[config.mk]
export PLATFORM = sky130hd
export DESIGN_NAME = im_fetch_ctrl_flat
export DESIGN_NICKNAME = d
export VERILOG_FILES = /design/src/rtl/im_fetch_ctrl_pkg.sv /design/src/rtl/im_fetch_ctrl_if.sv /design/src/rtl/im_fetch_ctrl_redirect_buf.sv /design/src/rtl/im_fetch_ctrl.sv /design/src/flat_wrapper.sv
export SDC_FILE = /design/constraint.sdc
export NUM_CORES = 1
export LEC_CHECK = 0
export CORE_MARGIN = 2
export CORE_UTILIZATION = 45
export CTS_BUF_LIST = sky130_fd_sc_hd__clkbuf_2
export DETAILED_ROUTE_END_ITERATION = 16
export HOLD_SLACK_MARGIN = 0.03
export PLACE_DENSITY = 0.84
export SLEW_MARGIN = 5
export SYNTH_ARGS = -nofsm -noshare
export SYNTH_HDL_FRONTEND = slang
export SYNTH_SLANG_ARGS = --single-unit
export TNS_END_PERCENT = 5
[constraint.sdc]
create_clock -name clk -period 5.4 [get_ports clk]
set_input_delay 1.35 -clock clk [delete_from_list [all_inputs] [get_ports clk]]
set_output_delay 1.35 -clock clk [all_outputs]
set_load 0.02 [all_outputs]
[src/rtl/im_fetch_ctrl_pkg.sv]
// Shared types and constants for the instruction-fetch controller.
package im_fetch_ctrl_pkg;

  localparam logic [31:0] NOP             = 32'h0000_0000;
  localparam logic [31:0] IM_BASE_DEFAULT = 32'h0000_3000;

  typedef enum logic {
    FETCH_RUN   = 1'b0,
    FETCH_FAULT = 1'b1
  } fetch_state_e;

  // F/D pipeline register contents
  typedef struct packed {
    logic [31:0] instr;
    logic [31:0] pc;
    logic        valid;
  } fd_reg_t;

endpackage

[src/rtl/im_fetch_ctrl_if.sv]
// Asynchronous-read instruction memory bus: address out, word back in the same cycle.
interface im_fetch_ctrl_if;
  logic [31:0] addr;
  logic [31:0] instr;

  modport master (output addr, input instr);
  modport slave  (input addr, output instr);
endinterface

[src/rtl/im_fetch_ctrl_redirect_buf.sv]
// fetch_redirect_buf: holds one redirect that arrived while fetch was stalled.
// Capture wins over clear; a newer capture overwrites an older one.
module fetch_redirect_buf (
  input  logic        clk,
  input  logic        reset,
  input  logic        capture,
  input  logic [31:0] capture_pc,
  input  logic        clear,
  output logic        pending,
  output logic [31:0] pend_pc
);

  // pending-redirect register: capture / overwrite / consume
  always_ff @(posedge clk) begin
    if (reset) begin
      pending <= 1'b0;
      pend_pc <= 32'h0;
    end else if (capture) begin
      pending <= 1'b1;
      pend_pc <= capture_pc;
    end else if (clear) begin
      pending <= 1'b0;
    end
  end

endmodule

[src/rtl/im_fetch_ctrl.sv]
// im_fetch_ctrl: fetch-stage sequencer. Owns PC_F, drives the IM address and
// loads the F/D register; handles stalls, redirects (buffered across stalls)
// and fetch faults (misaligned / out-of-range PC).
// Build option: define FETCH_DELAY_SLOT_EN to deliver the word at PC_F as a
// valid delay slot when a redirect is accepted; otherwise that slot is squashed.
module im_fetch_ctrl
  import im_fetch_ctrl_pkg::*;
#(
  parameter logic [31:0] RESET_PC = 32'h0000_3000,
  parameter logic [31:0] IM_BASE  = IM_BASE_DEFAULT,
  parameter int          IM_DEPTH = 4096
) (
  input  logic                   clk,
  input  logic                   reset,
  input  logic                   stall_i,
  input  logic                   redirect_i,
  input  logic [31:0]            redirect_pc_i,
  im_fetch_ctrl_if.master        im,
  output logic [31:0]            instr_d_o,
  output logic [31:0]            pc_d_o,
  output logic                   valid_d_o,
  output logic                   fault_o,
  output logic [31:0]            fault_pc_o,
  output logic [31:0]            fetch_cnt_o
);

  // one past the last legal byte address, 33 bits so the top of memory cannot wrap
  localparam logic [32:0] IM_END = 33'(IM_BASE) + 33'(4 * IM_DEPTH);

  fetch_state_e state, state_nxt;
  logic [31:0]  pc_f, pc_nxt;
  fd_reg_t      fd, fd_nxt;
  logic [31:0]  fault_pc, fault_pc_nxt;
  logic [31:0]  cnt, cnt_nxt;
  logic         buf_capture, buf_clear, pending;
  logic [31:0]  pend_pc;
  logic         pc_legal;

  fetch_redirect_buf u_redirect_buf (
    .clk        (clk),
    .reset      (reset),
    .capture    (buf_capture),
    .capture_pc (redirect_pc_i),
    .clear      (buf_clear),
    .pending    (pending),
    .pend_pc    (pend_pc)
  );

  assign pc_legal = (pc_f[1:0] == 2'b00) && (pc_f >= IM_BASE) && ({1'b0, pc_f} < IM_END);

  assign im.addr     = pc_f;
  assign instr_d_o   = fd.instr;
  assign pc_d_o      = fd.pc;
  assign valid_d_o   = fd.valid;
  assign fault_o     = (state == FETCH_FAULT);
  assign fault_pc_o  = fault_pc;
  assign fetch_cnt_o = cnt;

  // next-state and next-datapath decode; everything holds unless the fetch advances
  always_comb begin
    state_nxt    = state;
    pc_nxt       = pc_f;
    fd_nxt       = fd;
    fault_pc_nxt = fault_pc;
    cnt_nxt      = cnt;
    buf_capture  = 1'b0;
    buf_clear    = 1'b0;
    case (state)
      FETCH_RUN: begin
        if (stall_i) begin
          buf_capture = redirect_i;
        end else begin
          // any pending redirect is either used now or superseded
          buf_clear = 1'b1;
          if (!pc_legal) begin
            // the faulting word is never delivered; a same-cycle redirect still steers PC_F
            state_nxt    = FETCH_FAULT;
            fd_nxt       = '{instr: NOP, pc: pc_f, valid: 1'b0};
            fault_pc_nxt = pc_f;
            if (redirect_i) pc_nxt = redirect_pc_i;
          end else if (redirect_i) begin
            pc_nxt = redirect_pc_i;
`ifdef FETCH_DELAY_SLOT_EN
            fd_nxt  = '{instr: im.instr, pc: pc_f, valid: 1'b1};
            cnt_nxt = cnt + 32'd1;
`else
            fd_nxt  = '{instr: NOP, pc: pc_f, valid: 1'b0};
`endif
          end else begin
            fd_nxt  = '{instr: im.instr, pc: pc_f, valid: 1'b1};
            cnt_nxt = cnt + 32'd1;
            pc_nxt  = pending ? pend_pc : pc_f + 32'd4;
          end
        end
      end
      FETCH_FAULT: begin
        // stall is ignored here; only a redirect restarts fetch
        if (redirect_i) begin
          state_nxt = FETCH_RUN;
          pc_nxt    = redirect_pc_i;
        end
      end
      default: state_nxt = FETCH_RUN;
    endcase
  end

  // FSM state register
  always_ff @(posedge clk) begin
    if (reset) state <= FETCH_RUN;
    else       state <= state_nxt;
  end

  // PC_F, F/D register, fault PC and delivered-instruction counter
  always_ff @(posedge clk) begin
    if (reset) begin
      pc_f     <= RESET_PC;
      fd       <= '{instr: NOP, pc: 32'h0, valid: 1'b0};
      fault_pc <= 32'h0;
      cnt      <= 32'h0;
    end else begin
      pc_f     <= pc_nxt;
      fd       <= fd_nxt;
      fault_pc <= fault_pc_nxt;
      cnt      <= cnt_nxt;
    end
  end

endmodule

[src/flat_wrapper.sv]
// flat-port wrapper written by rule: the top's interface ports become plain ports
module im_fetch_ctrl_flat import im_fetch_ctrl_pkg::*;
#(
  parameter logic [31:0] RESET_PC = 32'h0000_3000,
  parameter logic [31:0] IM_BASE  = IM_BASE_DEFAULT,
  parameter int          IM_DEPTH = 4096
)
  (clk, reset, stall_i, redirect_i, redirect_pc_i, instr_d_o, pc_d_o, valid_d_o, fault_o, fault_pc_o, fetch_cnt_o, im_addr, im_instr);
  im_fetch_ctrl_if im_i ();
  input  logic clk;
  input  logic reset;
  input  logic stall_i;
  input  logic redirect_i;
  input  logic [31:0] redirect_pc_i;
  output logic [31:0] instr_d_o;
  output logic [31:0] pc_d_o;
  output logic valid_d_o;
  output logic fault_o;
  output logic [31:0] fault_pc_o;
  output logic [31:0] fetch_cnt_o;
  output wire logic [$bits(im_i.addr)-1:0] im_addr;
  input wire logic [$bits(im_i.instr)-1:0] im_instr;
  assign im_addr = im_i.addr;
  assign im_i.instr = im_instr;
  im_fetch_ctrl #(.RESET_PC(RESET_PC), .IM_BASE(IM_BASE), .IM_DEPTH(IM_DEPTH)) u_core (.clk(clk), .reset(reset), .stall_i(stall_i), .redirect_i(redirect_i), .redirect_pc_i(redirect_pc_i), .im(im_i), .instr_d_o(instr_d_o), .pc_d_o(pc_d_o), .valid_d_o(valid_d_o), .fault_o(fault_o), .fault_pc_o(fault_pc_o), .fetch_cnt_o(fetch_cnt_o));
endmodule
# == Word-level counts from Yosys, hierarchy flattened ==
# Cells that the tools add are included.
# totals
mem_count,0
output_inout_bits,162
regBits,195
in_bits,68
mem_bits_rw,0
latch_bits,0
wordCells,43
romBits,0
# classes
magnitude_cmp,2
shift,0
add_sub_neg,2
muxes,18
n_reduce_logical,7
multipliers,0
n_div,0
n_eq_ne,1
n_bitwise,4
# op_table
cell,count
2-to-1 mux 32 bit,5
2-to-1 mux 65 bit,2
case mux 32 bit (2 select lines),1
adder 32 x 1 -> 32 bit (second input constant),1
adder 32 x 3 -> 32 bit (second input constant),1
>= comparator 32 x 14 -> 1 bit (second input constant),1
< comparator 32 x 15 -> 1 bit (second input constant),1
2-to-1 mux 1 bit,9
inverter 1 bit,4
AND reduction 4 bit,1
AND reduction 3 bit,1
logical AND 1 bit,2
logical NOT 2 bit,1
inequality test 2 bit (second input constant),1
case mux 1 bit (2 select lines),1
AND reduction 2 bit,1
nonzero test 2 bit,1

# == Depth between registers and ports, before layout ==
# depth
depth_word,6
depth_mapped,8
ltp_nobuf,6

# == Modules after synthesis ==
# A second synthesis with hierarchy kept.
# unflattened
cells_unflattened,984
area_unflattened_um2,8558.2
# by_module_without_submodules
module,area_per_inst_um2,seq_area_each_um2,cells_each,n_inst
im_fetch_ctrl,7353.3,3243.1,876,1
fetch_redirect_buf,1204.9,660.6,108,1

# == Least setup slack after synthesis ==
# Ideal clock, no wire load.
# synth_path
path_kind,input to register
from,input redirect_i
to,"register u_core.cnt[12], in the netlist u_core.fetch_cnt_o[12]"
path_buffers,2
t_required_ns,5.330
arrival_time_ns,2.952
cell_stages,7
setup_slack_ns,2.377
setup_ns,0.070
cell_sequence,buf_2 -> nor4b_2 -> nand3_1 -> or4_4 -> buf_6 -> or3_1 -> a21oi_1
# synth_via
elab_chain_len,2
# synth_rtl
item,line,text
from (decl),flat_wrapper.sv:13,input logic redirect_i;
inverter 1 bit (no line),n/a,
AND reduction 4 bit (no line),n/a,
to (signal assigned),im_fetch_ctrl.sv:124,cnt <= cnt_nxt;
to (decl),im_fetch_ctrl.sv:34,"logic [31:0] cnt, cnt_nxt;"
# No other way between the ends.
# A chain may end at the register's enable or synchronous reset.

# == Final worst setup path ==
# layout_path
from,"register u_core.pc_f[4], in the netlist u_core.im.addr[4]"
to,output im_addr[4]
# layout_rtl
item,line,text
from (decl),im_fetch_ctrl.sv:31,"logic [31:0] pc_f, pc_nxt;"
from (signal assigned),im_fetch_ctrl.sv:121,pc_f <= pc_nxt;
to (decl),flat_wrapper.sv:21,output wire logic [$bits(im_i.addr)-1:0] im_addr;
# No word-level cell between the ends.

==> results_dict.tcl <==
set metrics [dict create \
    status "finished clean" \
    crit_chain "clkdlybuf4s50_1" \
    ant_nets 0 \
    timing.fmax_mhz 281.8 \
    path_buf_inv 1 \
    clk_pin_slew_ns 0.32 \
    synth_flop_cell "dfxtp_1" \
    htree_levels 4 \
    end_kind "output port" \
    max_slew.worst_pin.slew_ns 0.8999 \
    cp.arrival_ns 2.20 \
    drive_above_1_share_pct 5.641 \
    fill_cells 1687 \
    whs_ns 0.4653 \
    worstPathMaxFanout 11 \
    hp-class "register to register" \
    clock-root-buffer "clkbuf_2" \
    drv_slew 0 \
    synth_cell_types 73 \
    first_iter_violations 796 \
    initial_core_util_pct 45.58 \
    synth_nets 1121 \
    antenna_found_initial 1 \
    cts_buffer_depth 2 \
    dr_total_vias 8546 \
    power.density_nw_per_um2 244.0 \
    tns_ns 0 \
    ir_worst_vdd_mv 0.1195 \
    cp_slowest_cell "dfxtp_1" \
    area_delta_synth_final_pct 30.52 \
    required_ns 4.05 \
    seq_area_frac_synth_pct 45.94 \
    synthMuxAreaShare_pct 3.313 \
    cp-start-kind "register" \
    post-route-period-util_pct 65.71 \
    vias_per_cell 5.790 \
    syn-cell-area_um2 8498 \
    grt_pass1_wl_um 41410 \
    rows 50 \
    synth-simple-area-share_pct 25.04 \
    port_buffers 229 \
    postSynthCellCount 1050 \
    grt_pass1_vias 7950 \
    synthXorXnorAreaFrac_pct 2.267 \
    hold_viol 0 \
    path_delay_family "flip-flops" \
    routed_wl_um 26390 \
    cts_tree "done" \
    synth_edf_count 0 \
    firstDrtPassIters 5 \
    grt-ovfl-total 0 \
    post_cts_buffers 0 \
    async_reset_ff_share_pct 0 \
    die_w_um 141.4 \
    max_stage_delay_ns 0.72 \
    clock-sinks 195 \
    setup_ws_ns 1.852 \
    core_area_um2 18640 \
    finalSetupViolCount 0 \
    cts_resized 0 \
    rsz0062_at_grt "no" \
    top_level_ports 230 \
    grtUsageTotal_pct 25.76 \
    wire_per_inst_um 17.88 \
    cap_violations 0 \
    synth-compound-area-share_pct 18.26 \
    fin_nets 1299 \
    crit_type "register to output port" \
    relSlewSlack_pct 40.00 \
    clk_latency_ns 0.82 \
    power.leakage_nw 3.688 \
    die_y_um 141.4 \
    synth_top_family_by_area "simple AND/OR/NAND/NOR gates" \
    die_area_um2 20000 \
    skew_ns 0.05043 \
    rrSetupSlack_ns 2.61 \
    hpwlAfterDp_um 17920 \
    gp_congestion 0.8569 \
    synthAdderAreaFrac_pct 0.4417 \
    numCtsBuffers 17 \
    yosys_register_bits 195 \
    postSynthAreaPerCell_um2 8.093 \
    drc_errors 0 \
    post-route-min-period_ns 3.548 \
    place_ws_ns 1.185 \
    yosysWarnings 0 \
    grt_max_degree 106 \
    hold_buffers 0 \
]
-- synthesized netlist by cell type, types with 7 or more instances --
cell / instances / area (um2)
nand3_1: 57 / 285.3
nor3_1: 18 / 90.09
and4_1: 9 / 78.83
clkbuf_1: 66 / 247.7
nor2_1: 57 / 214.0
a21oi_1: 143 / 715.7
o31ai_1: 17 / 127.6
nand4_1: 17 / 106.4
nor4_1: 13 / 81.33
or4_1: 13 / 97.59
o211ai_1: 10 / 75.07
a31oi_1: 7 / 43.79
xnor2_1: 18 / 157.7
dfxtp_1: 195 / 3904
nand2_1: 225 / 844.6
o21ai_0: 24 / 120.1
buf_2: 15 / 75.07
inv_1: 14 / 52.55
mux2i_1: 27 / 270.3
-- cells in the final DEF (no fill, tap or decap), types with 5 or more instances in the layout --
cell type	synthesis	layout
and4_1	9	9
dfxtp_1	195	195
mux2i_1	27	27
o21a_1	5	5
nand2b_1	5	5
inv_1	14	14
nor4_1	13	13
or4_1	13	13
nand2_1	225	225
o211ai_1	10	10
nor2_1	57	54
o21ai_0	24	24
clkdlybuf4s50_1	0	228
nand4_1	17	17
a21oi_1	143	143
or3_1	5	5
clkbuf_2	1	18
nand3_1	57	57
a31oi_1	7	7
o31ai_1	17	17
nor3_1	18	18
buf_4	0	15
a211oi_1	5	5
xnor2_1	18	18
-- state kept, by name, indices dropped and copies added, names as in the netlist --
signal                         flops
u_core.fault_pc_o                 32
u_core.fault_o                     1
u_core.valid_d_o                   1
u_core.im.addr                    32
u_core.u_redirect_buf.pend_pc     32
u_core.u_redirect_buf.pending      1
u_core.pc_d_o                     32
u_core.fetch_cnt_o                32
u_core.instr_d_o                  32
-- final timing paths --
path,end,depth (start not counted),startpoint
worst min register to register,u_core.instr_d_o[20],2,u_core.instr_d_o[20]
worst max-delay path,im_addr[4],1,u_core.im.addr[4]
worst min-delay path,u_core.instr_d_o[20],2,u_core.instr_d_o[20]
worst max register to register,u_core.im.addr[5],7,u_core.im.addr[18]
-- stage by stage --
stage	util [%]	instance area, um2	power (mW)	instances
detailed placement	58.34	10880	2.038	1443
global route	59.50	11090	2.817	1476
CTS	59.48	11090	2.715	1475
global placement	58.34	10880	2.031	1443
finish	59.50	11090	2.706	1476
floorplan	-	8498	1.825	1050
-- power by group --
group / switching [mW] / total, mW / internal, mW / leakage [nW]
clock: 0.548 / 0.686 / 0.138 / 0.122
combinational: 0.274 / 0.464 / 0.190 / 1.98
sequential: 0.0615 / 1.56 / 1.50 / 1.58
total: 0.883 / 2.71 / 1.82 / 3.69
-- area by class of cell --
type,count,area (um2),share of cell area (%)
diodes,1,2.502,0.02256
clock buffers,18,90.09,0.8122
clock inverters,14,122.6,1.105
inverters,15,56.30,0.5076
multi-input cells,755,4218,38.03
flip-flops and latches,195,3904,35.19
well taps,234,292.8,2.640
repair buffers,244,2406,21.69
-- kinds of logic (layout without fill, tap and decap cells) --
family,Yosys count,count (layout)
buffers and inverters,100,291
and+or+nand+nor,446,446
adders and majority gates,3,3
xor gates and xnor gates,22,22
other,0,1
muxes,28,28
AOI/OAI and AO/OA,256,256
DFF,195,195
-- worst register-to-register path, stage by stage (launching register included) --
cell and delay [ns]:
dfxtp_1 0.48, nor4_2 0.38, o211ai_1 0.35, buf_4 0.33, nor3_4 0.66, buf_4 0.26
o211ai_1 0.09, a31oi_1 0.17
-- routing by layer --
| layer | track usage (%) | wire, um | vias up |
|---|---|---|---|
| met4 | 12.16 | 919 | 0 |
| met3 | 6.682 | 2221 | 69 |
| met2 | 41.88 | 12640 | 411 |
| met1 | 32.06 | 10610 | 4012 |
| met5 | 0 | 0 | - |
| li1 | - | - | 4054 |
Power figures use the tool's default switching activity.
